<file path="config.mk">
export PLATFORM = sky130hd
export DESIGN_NAME = regfile_op_sequencer
export DESIGN_NICKNAME = d
export VERILOG_FILES = /design/src/rtl/rf_seq_pkg.sv /design/src/rtl/regfile_op_sequencer.sv
export SDC_FILE = /design/constraint.sdc
export NUM_CORES = 1
export LEC_CHECK = 0
export CORE_MARGIN = 2
export CORE_UTILIZATION = 41
export DETAILED_ROUTE_END_ITERATION = 12
export GPL_TIMING_DRIVEN = 0
export PLACE_DENSITY = 0.77
export SKIP_CTS_REPAIR_TIMING = 1
export SYNTH_ARGS = -nofsm -noshare
export SYNTH_HDL_FRONTEND = slang
export SYNTH_SLANG_ARGS = --single-unit
</file>
<file path="constraint.sdc">
create_clock -name clk -period 1.9 [get_ports clk]
set_input_delay 0.19 -clock clk [delete_from_list [all_inputs] [get_ports clk]]
set_output_delay 0.19 -clock clk [all_outputs]
set_load 0.02 [all_outputs]
</file>
<file path="src/rtl/rf_seq_pkg.sv">
// Purpose : shared opcode and FSM state definitions for regfile_op_sequencer.
// Contents: OP_WRITE_IMM..OP_CLEAR_ALL opcode constants, state_t FSM encoding.
package rf_seq_pkg;

  localparam logic [1:0] OP_WRITE_IMM = 2'b00;
  localparam logic [1:0] OP_COPY      = 2'b01;
  localparam logic [1:0] OP_SWAP      = 2'b10;
  localparam logic [1:0] OP_CLEAR_ALL = 2'b11;

  typedef enum logic [2:0] {
    IDLE = 3'd0,
    RD   = 3'd1,
    MV   = 3'd2,
    WR   = 3'd3,
    CLR  = 3'd4,
    DONE = 3'd5
  } state_t;

endpackage

</file>
<file path="src/rtl/regfile_op_sequencer.sv">
// Purpose : command-driven controller sequencing a regfile through its single
//           write port and combinational read port. Commands: WRITE_IMM, COPY,
//           SWAP, CLEAR_ALL; one at a time, done pulse on completion.
// Ports   : clk, reset (sync, active-high);
//           cmd_valid/cmd_ready handshake with cmd_op, cmd_rd, cmd_rs, cmd_imm;
//           done/err completion pulses;
//           rf_readnum, rf_writenum, rf_write, rf_data_in -> regfile,
//           rf_data_out <- regfile (combinational in rf_readnum).
// Config  : RF_SEQ_SWAP_EN defined builds the SWAP sequence (MV state);
//           undefined, SWAP is rejected with done+err and no writes.
module regfile_op_sequencer
  import rf_seq_pkg::*;
#(
  parameter int unsigned DW = 16,
  parameter int unsigned AW = 3
) (
  input  logic          clk,
  input  logic          reset,
  input  logic          cmd_valid,
  output logic          cmd_ready,
  input  logic [1:0]    cmd_op,
  input  logic [AW-1:0] cmd_rd,
  input  logic [AW-1:0] cmd_rs,
  input  logic [DW-1:0] cmd_imm,
  output logic          done,
  output logic          err,
  output logic [AW-1:0] rf_readnum,
  output logic [AW-1:0] rf_writenum,
  output logic          rf_write,
  output logic [DW-1:0] rf_data_in,
  input  logic [DW-1:0] rf_data_out
);

  localparam int unsigned NREG = 2**AW;
`ifdef RF_SEQ_SWAP_EN
  localparam bit SWAP_BUILT = 1'b1;
`else
  localparam bit SWAP_BUILT = 1'b0;
`endif

  state_t        r_state;
  state_t        w_next;
  logic [1:0]    r_op;
  logic [AW-1:0] r_rd;
  logic [AW-1:0] r_rs;
  logic [AW-1:0] r_cnt;
  logic [DW-1:0] r_tmp;
  logic          r_err;
  logic          w_hs;

  assign cmd_ready = (r_state == IDLE) && !reset;
  assign w_hs      = cmd_valid && cmd_ready;

  always_comb begin
    w_next = r_state;
    case (r_state)
      IDLE: begin
        if (w_hs) begin
          case (cmd_op)
            OP_WRITE_IMM: w_next = WR;
            OP_COPY:      w_next = RD;
            OP_SWAP:      w_next = SWAP_BUILT ? RD : DONE;
            default:      w_next = CLR;
          endcase
        end
      end
      RD:      w_next = (SWAP_BUILT && (r_op == OP_SWAP)) ? MV : WR;
`ifdef RF_SEQ_SWAP_EN
      MV:      w_next = WR;
`endif
      WR:      w_next = DONE;
      CLR:     w_next = (r_cnt == AW'(NREG - 1)) ? DONE : CLR;
      DONE:    w_next = IDLE;
      default: w_next = IDLE;
    endcase
  end

  // tmp holds the immediate from handshake; COPY/SWAP overwrite it in RD, so
  // WR always writes r_tmp regardless of opcode.
  always_ff @(posedge clk) begin
    if (reset) begin
      r_state <= IDLE;
      r_op    <= '0;
      r_rd    <= '0;
      r_rs    <= '0;
      r_tmp   <= '0;
      r_cnt   <= '0;
      r_err   <= 1'b0;
    end else begin
      r_state <= w_next;
      if (w_hs) begin
        r_op  <= cmd_op;
        r_rd  <= cmd_rd;
        r_rs  <= cmd_rs;
        r_tmp <= cmd_imm;
        r_err <= !SWAP_BUILT && (cmd_op == OP_SWAP);
      end
      if (r_state == RD) r_tmp <= rf_data_out;
      // Natural wrap brings cnt back to 0 after the last CLR cycle.
      if (r_state == CLR) r_cnt <= r_cnt + 1'b1;
    end
  end

  always_comb begin
    rf_readnum  = '0;
    rf_writenum = '0;
    rf_write    = 1'b0;
    rf_data_in  = '0;
    done        = 1'b0;
    err         = 1'b0;
    if (!reset) begin
      case (r_state)
        RD: rf_readnum = r_rs;
`ifdef RF_SEQ_SWAP_EN
        MV: begin
          rf_readnum  = r_rd;
          rf_writenum = r_rs;
          rf_data_in  = rf_data_out;
          rf_write    = 1'b1;
        end
`endif
        WR: begin
          rf_writenum = r_rd;
          rf_data_in  = r_tmp;
          rf_write    = 1'b1;
        end
        CLR: begin
          rf_writenum = r_cnt;
          rf_write    = 1'b1;
        end
        DONE: begin
          done = 1'b1;
          err  = r_err;
        end
        default: ;
      endcase
    end
  end

endmodule

</file>
==> impl_summary.log <==
INFO  metric routed-via-count = 1486
INFO  metric synthesis.area_per_instance = 9.10 um^2
INFO  metric grt_use_met1 = 0.255
INFO  metric port_buffers = 67
INFO  metric skew = 2.93 ps
INFO  metric design.die.area = 4230 um^2
INFO  metric cap_viol_max_count = 0
INFO  metric cts-htree-levels = 2
INFO  metric clock-sinks = 29
INFO  metric detailedPlacementHpwl = 2870 um
INFO  metric synthTopCellsByArea = sky130_fd_sc_hd__dfxtp_1, sky130_fd_sc_hd__o221a_2, sky130_fd_sc_hd__a21oi_1
INFO  metric synthCells = 168
INFO  metric n_antenna_cell = 0
INFO  metric floorplan.die.width = 65.1 um
INFO  metric synth.yosys.seq_area_share = 0.380
INFO  metric ratio_of_total_power_to_cell_area = 718 nW/um^2
INFO  metric number_of_flip_flops_and_latches_in_the_synthesized_netlist = 29
INFO  metric grt-ovfl-total = 0
INFO  metric average_detailed_routed_wire_length_per_instance = 14.0 um
INFO  metric fmax = 543 MHz
INFO  metric clock_tree.buffer_depth = 2
INFO  metric final.min_clock_period = 1840 ps
INFO  metric timing.critical_path.slowest_cell_delay = 300 ps
INFO  metric detail_route.iter0.violations = 115
INFO  metric slew_headroom = 0.713
INFO  metric critPathLaunchType = flop
INFO  metric pre_cts_setup_slack = -352 ps
INFO  metric grt_start_max_net_pins = 11
INFO  metric critPathArrivalTime = 1650 ps
INFO  metric start_util = 0.421
INFO  metric skew_pair_late_insertion_delay = 280 ps
INFO  metric setup_slack_of_the_critical_path_after_layout = 57.4 ps
INFO  metric crit-reg2reg-launch = r_state[2]
INFO  metric tritoncts = yes
INFO  metric tightest_slew = 431 ps
INFO  metric worstHoldEndpoint = r_rs[0]
INFO  metric ys.warnings.count = 0
INFO  metric route.antenna.remaining_nets = 0
INFO  metric ys_types = 31
INFO  metric placeableCoreArea = 3630 um^2
INFO  metric multi_input_comb_area = 865 um^2
INFO  metric cp_slowest_cell = sky130_fd_sc_hd__dfxtp_1
INFO  metric hold_class = primary input to flop
INFO  metric slew_viol_final = 0
INFO  metric final_net_count = 291
INFO  metric ff2ff_setup_slack = 350 ps
INFO  metric groute.layer.met2.usage = 0.305
INFO  metric grt_use_met3 = 0.0642
INFO  metric nFillCells = 336
INFO  metric area_occupied_by_registers = 581 um^2
INFO  metric gpl.final_weighted_congestion = 0.716
INFO  metric areaGrowthSynthToFinish = 52.3%
INFO  metric clockRootBuffer = sky130_fd_sc_hd__clkbuf_8
INFO  metric viasPerCell = 5.05
INFO  metric vdd.ir_drop.worst = 0.464 mV
INFO  metric worst_r2r_path_depth = 5
INFO  metric grt-busiest-layer = met2
INFO  metric hold_violations = 0
INFO  metric global_route_wire_length_before_repair = 6310 um
INFO  metric cts.clk_slew.worst_paths = 60 ps
INFO  metric die_height = 65.1 um
INFO  metric syn-cell-area = 1530 um^2
INFO  metric power.static_leakage = 1.13 nW
INFO  metric finish.instance_area = 2330 um^2
INFO  metric global_route.usage.total = 0.195
INFO  metric holdCritStartpoint = reset
INFO  metric critical_path.max_fanout = 8
INFO  metric outcome = finished, final reports clean
INFO  metric setup.worst_path.end_class = output pin
INFO  metric critical_path.most_common_cell = sky130_fd_sc_hd__buf_4
INFO  metric drtPass1Iterations = 4
INFO  metric placedInstanceArea = 2260 um^2
INFO  metric setup_violations = 0
INFO  metric hold_depth = 3
INFO  metric post-synth-top-area-cell = sky130_fd_sc_hd__dfxtp_1
INFO  metric grt_pass1_vias = 1346
INFO  metric critical_path.startpoint = r_state[0]
INFO  metric mappedNetlistNets = 213
INFO  metric cp_cell_sequence = buf_6, nor2b_1, buf_4, and3b_2, buf_4, and2_1, clkbuf_2
INFO  metric io-pin-count = 69
INFO  metric path_class = flop to output pin
INFO  metric netlist.area_leader.share = 0.380
INFO  metric layout-drive-gt1-share = 0.285
INFO  metric total_wire_length_after_detailed_routing = 4110 um
INFO  metric placement_rows = 22
INFO  metric regToRegEndpoint = r_tmp[11]
INFO  metric cts-buffers-inserted = 5
INFO  metric post_route_fraction_of_the_period_consumed_by_the_critical_path = 0.970
INFO  metric rsz0062_at_grt = true
INFO  metric antenna_violations_before_repair = 0
INFO  metric timing.critical_path.required = 1710 ps
INFO  metric remaining_drc_errors = 0
-- state kept, by name, indices dropped and copies added, names as in the netlist --
name     flops
r_tmp       16
r_rd         3
r_cnt        3
r_err        1
r_state      3
r_rs         3
-- synthesized netlist by cell type --
master,count
sky130_fd_sc_hd__mux2_2,3
sky130_fd_sc_hd__and3_1,4
sky130_fd_sc_hd__and2_1,17
sky130_fd_sc_hd__o21ba_2,1
sky130_fd_sc_hd__nand2_2,1
sky130_fd_sc_hd__nand2_1,2
sky130_fd_sc_hd__buf_4,2
sky130_fd_sc_hd__buf_2,8
sky130_fd_sc_hd__and3b_1,1
sky130_fd_sc_hd__mux2_4,3
sky130_fd_sc_hd__buf_1,2
sky130_fd_sc_hd__o21ai_0,1
sky130_fd_sc_hd__mux2i_1,3
sky130_fd_sc_hd__clkbuf_2,1
sky130_fd_sc_hd__o221a_2,16
sky130_fd_sc_hd__a21oi_1,23
sky130_fd_sc_hd__o21a_1,1
sky130_fd_sc_hd__nor2_1,26
sky130_fd_sc_hd__a32oi_1,3
sky130_fd_sc_hd__o21bai_1,1
sky130_fd_sc_hd__xnor2_1,1
sky130_fd_sc_hd__nor4_1,1
sky130_fd_sc_hd__buf_6,2
sky130_fd_sc_hd__nor2b_1,8
sky130_fd_sc_hd__nor3b_2,1
sky130_fd_sc_hd__nor4_4,1
sky130_fd_sc_hd__ha_1,2
sky130_fd_sc_hd__clkbuf_1,1
sky130_fd_sc_hd__dfxtp_1,29
sky130_fd_sc_hd__or3_1,1
sky130_fd_sc_hd__nand2b_1,2
-- cells in the final DEF, fill, tap and decap left out, types with 3 or more instances in the layout --
cell and instances:
sky130_fd_sc_hd__mux2_4 3, sky130_fd_sc_hd__buf_4 7, sky130_fd_sc_hd__clkbuf_8 6, sky130_fd_sc_hd__o221a_2 16
sky130_fd_sc_hd__mux2_2 3, sky130_fd_sc_hd__mux2i_1 3, sky130_fd_sc_hd__nor2_1 25, sky130_fd_sc_hd__dlymetal6s2s_1 7
sky130_fd_sc_hd__nor2b_1 8, sky130_fd_sc_hd__buf_2 9, sky130_fd_sc_hd__and3_1 4, sky130_fd_sc_hd__buf_6 4
sky130_fd_sc_hd__clkdlybuf4s50_1 41, sky130_fd_sc_hd__a32oi_1 3, sky130_fd_sc_hd__and2_1 17, sky130_fd_sc_hd__dfxtp_1 29
sky130_fd_sc_hd__a21oi_1 23, sky130_fd_sc_hd__clkbuf_2 14
-- per-layer routing --
| layer | wire length, um | vias up |
|---|---|---|
| met4 | 49 | 0 |
| met3 | 367 | 4 |
| met2 | 1810 | 64 |
| met5 | 0 | - |
| met1 | 1890 | 667 |
| li1 | - | 751 |
-- report_power, final --
part	switching, mW	total [mW]	internal [mW]
sequential	0.0353	0.722	0.687
combinational	0.196	0.445	0.249
clock	0.218	0.504	0.286
-- cell families after synthesis --
family                   Yosys count  synth area share
AND/OR/NAND/NOR                   65             0.236
flip-flops                        29             0.380
adder cells (fa/ha/maj)            2            0.0164
multiplexers                       9            0.0712
AO/OA/AOI/OAI                     46             0.230
buffers and inverters             16            0.0614
XOR/XNOR                           1           0.00573
-- stage by stage --
stage / hold slack, ps / cells / util / total power [mW] / setup TNS (ps)
floorplan: 333 / 168 / - / 0.993 / 0
global placement: 465 / 283 / 0.622 / 1.15 / -4380
detailed placement: 502 / 283 / 0.622 / 1.16 / -4510
CTS: 370 / 290 / 0.646 / 1.67 / -12130
global route: 389 / 294 / 0.641 / 1.77 / -162
finish: 377 / 294 / 0.641 / 1.67 / 0
-- worst max-delay path, delay by kind of cell, from the launching register on --
kind	cells	cell delay, ps
buf+inv	4	580
simple gates	3	490
flops	1	300
-- how the worst max path moves through the flow --
stage / slack (ps) / endpoint
5_1_grt: -50 / rf_data_in[13]
6_report: 60 / rf_data_in[3]
3_3_place_gp: -340 / rf_data_in[12]
3_5_place_dp: -350 / rf_data_in[12]
2_1_floorplan: 320 / r_rd[0]
4_1_cts: -660 / rf_data_in[12]
-- layout make-up --
type                       count  area share
clock buffer                   7      0.0371
timing repair buffer          71       0.269
sequential                    29       0.249
buffer                        16      0.0478
multi-input combinational    123       0.371
tap                           48      0.0258
No activity file was read; power rests on OpenSTA's default activity.
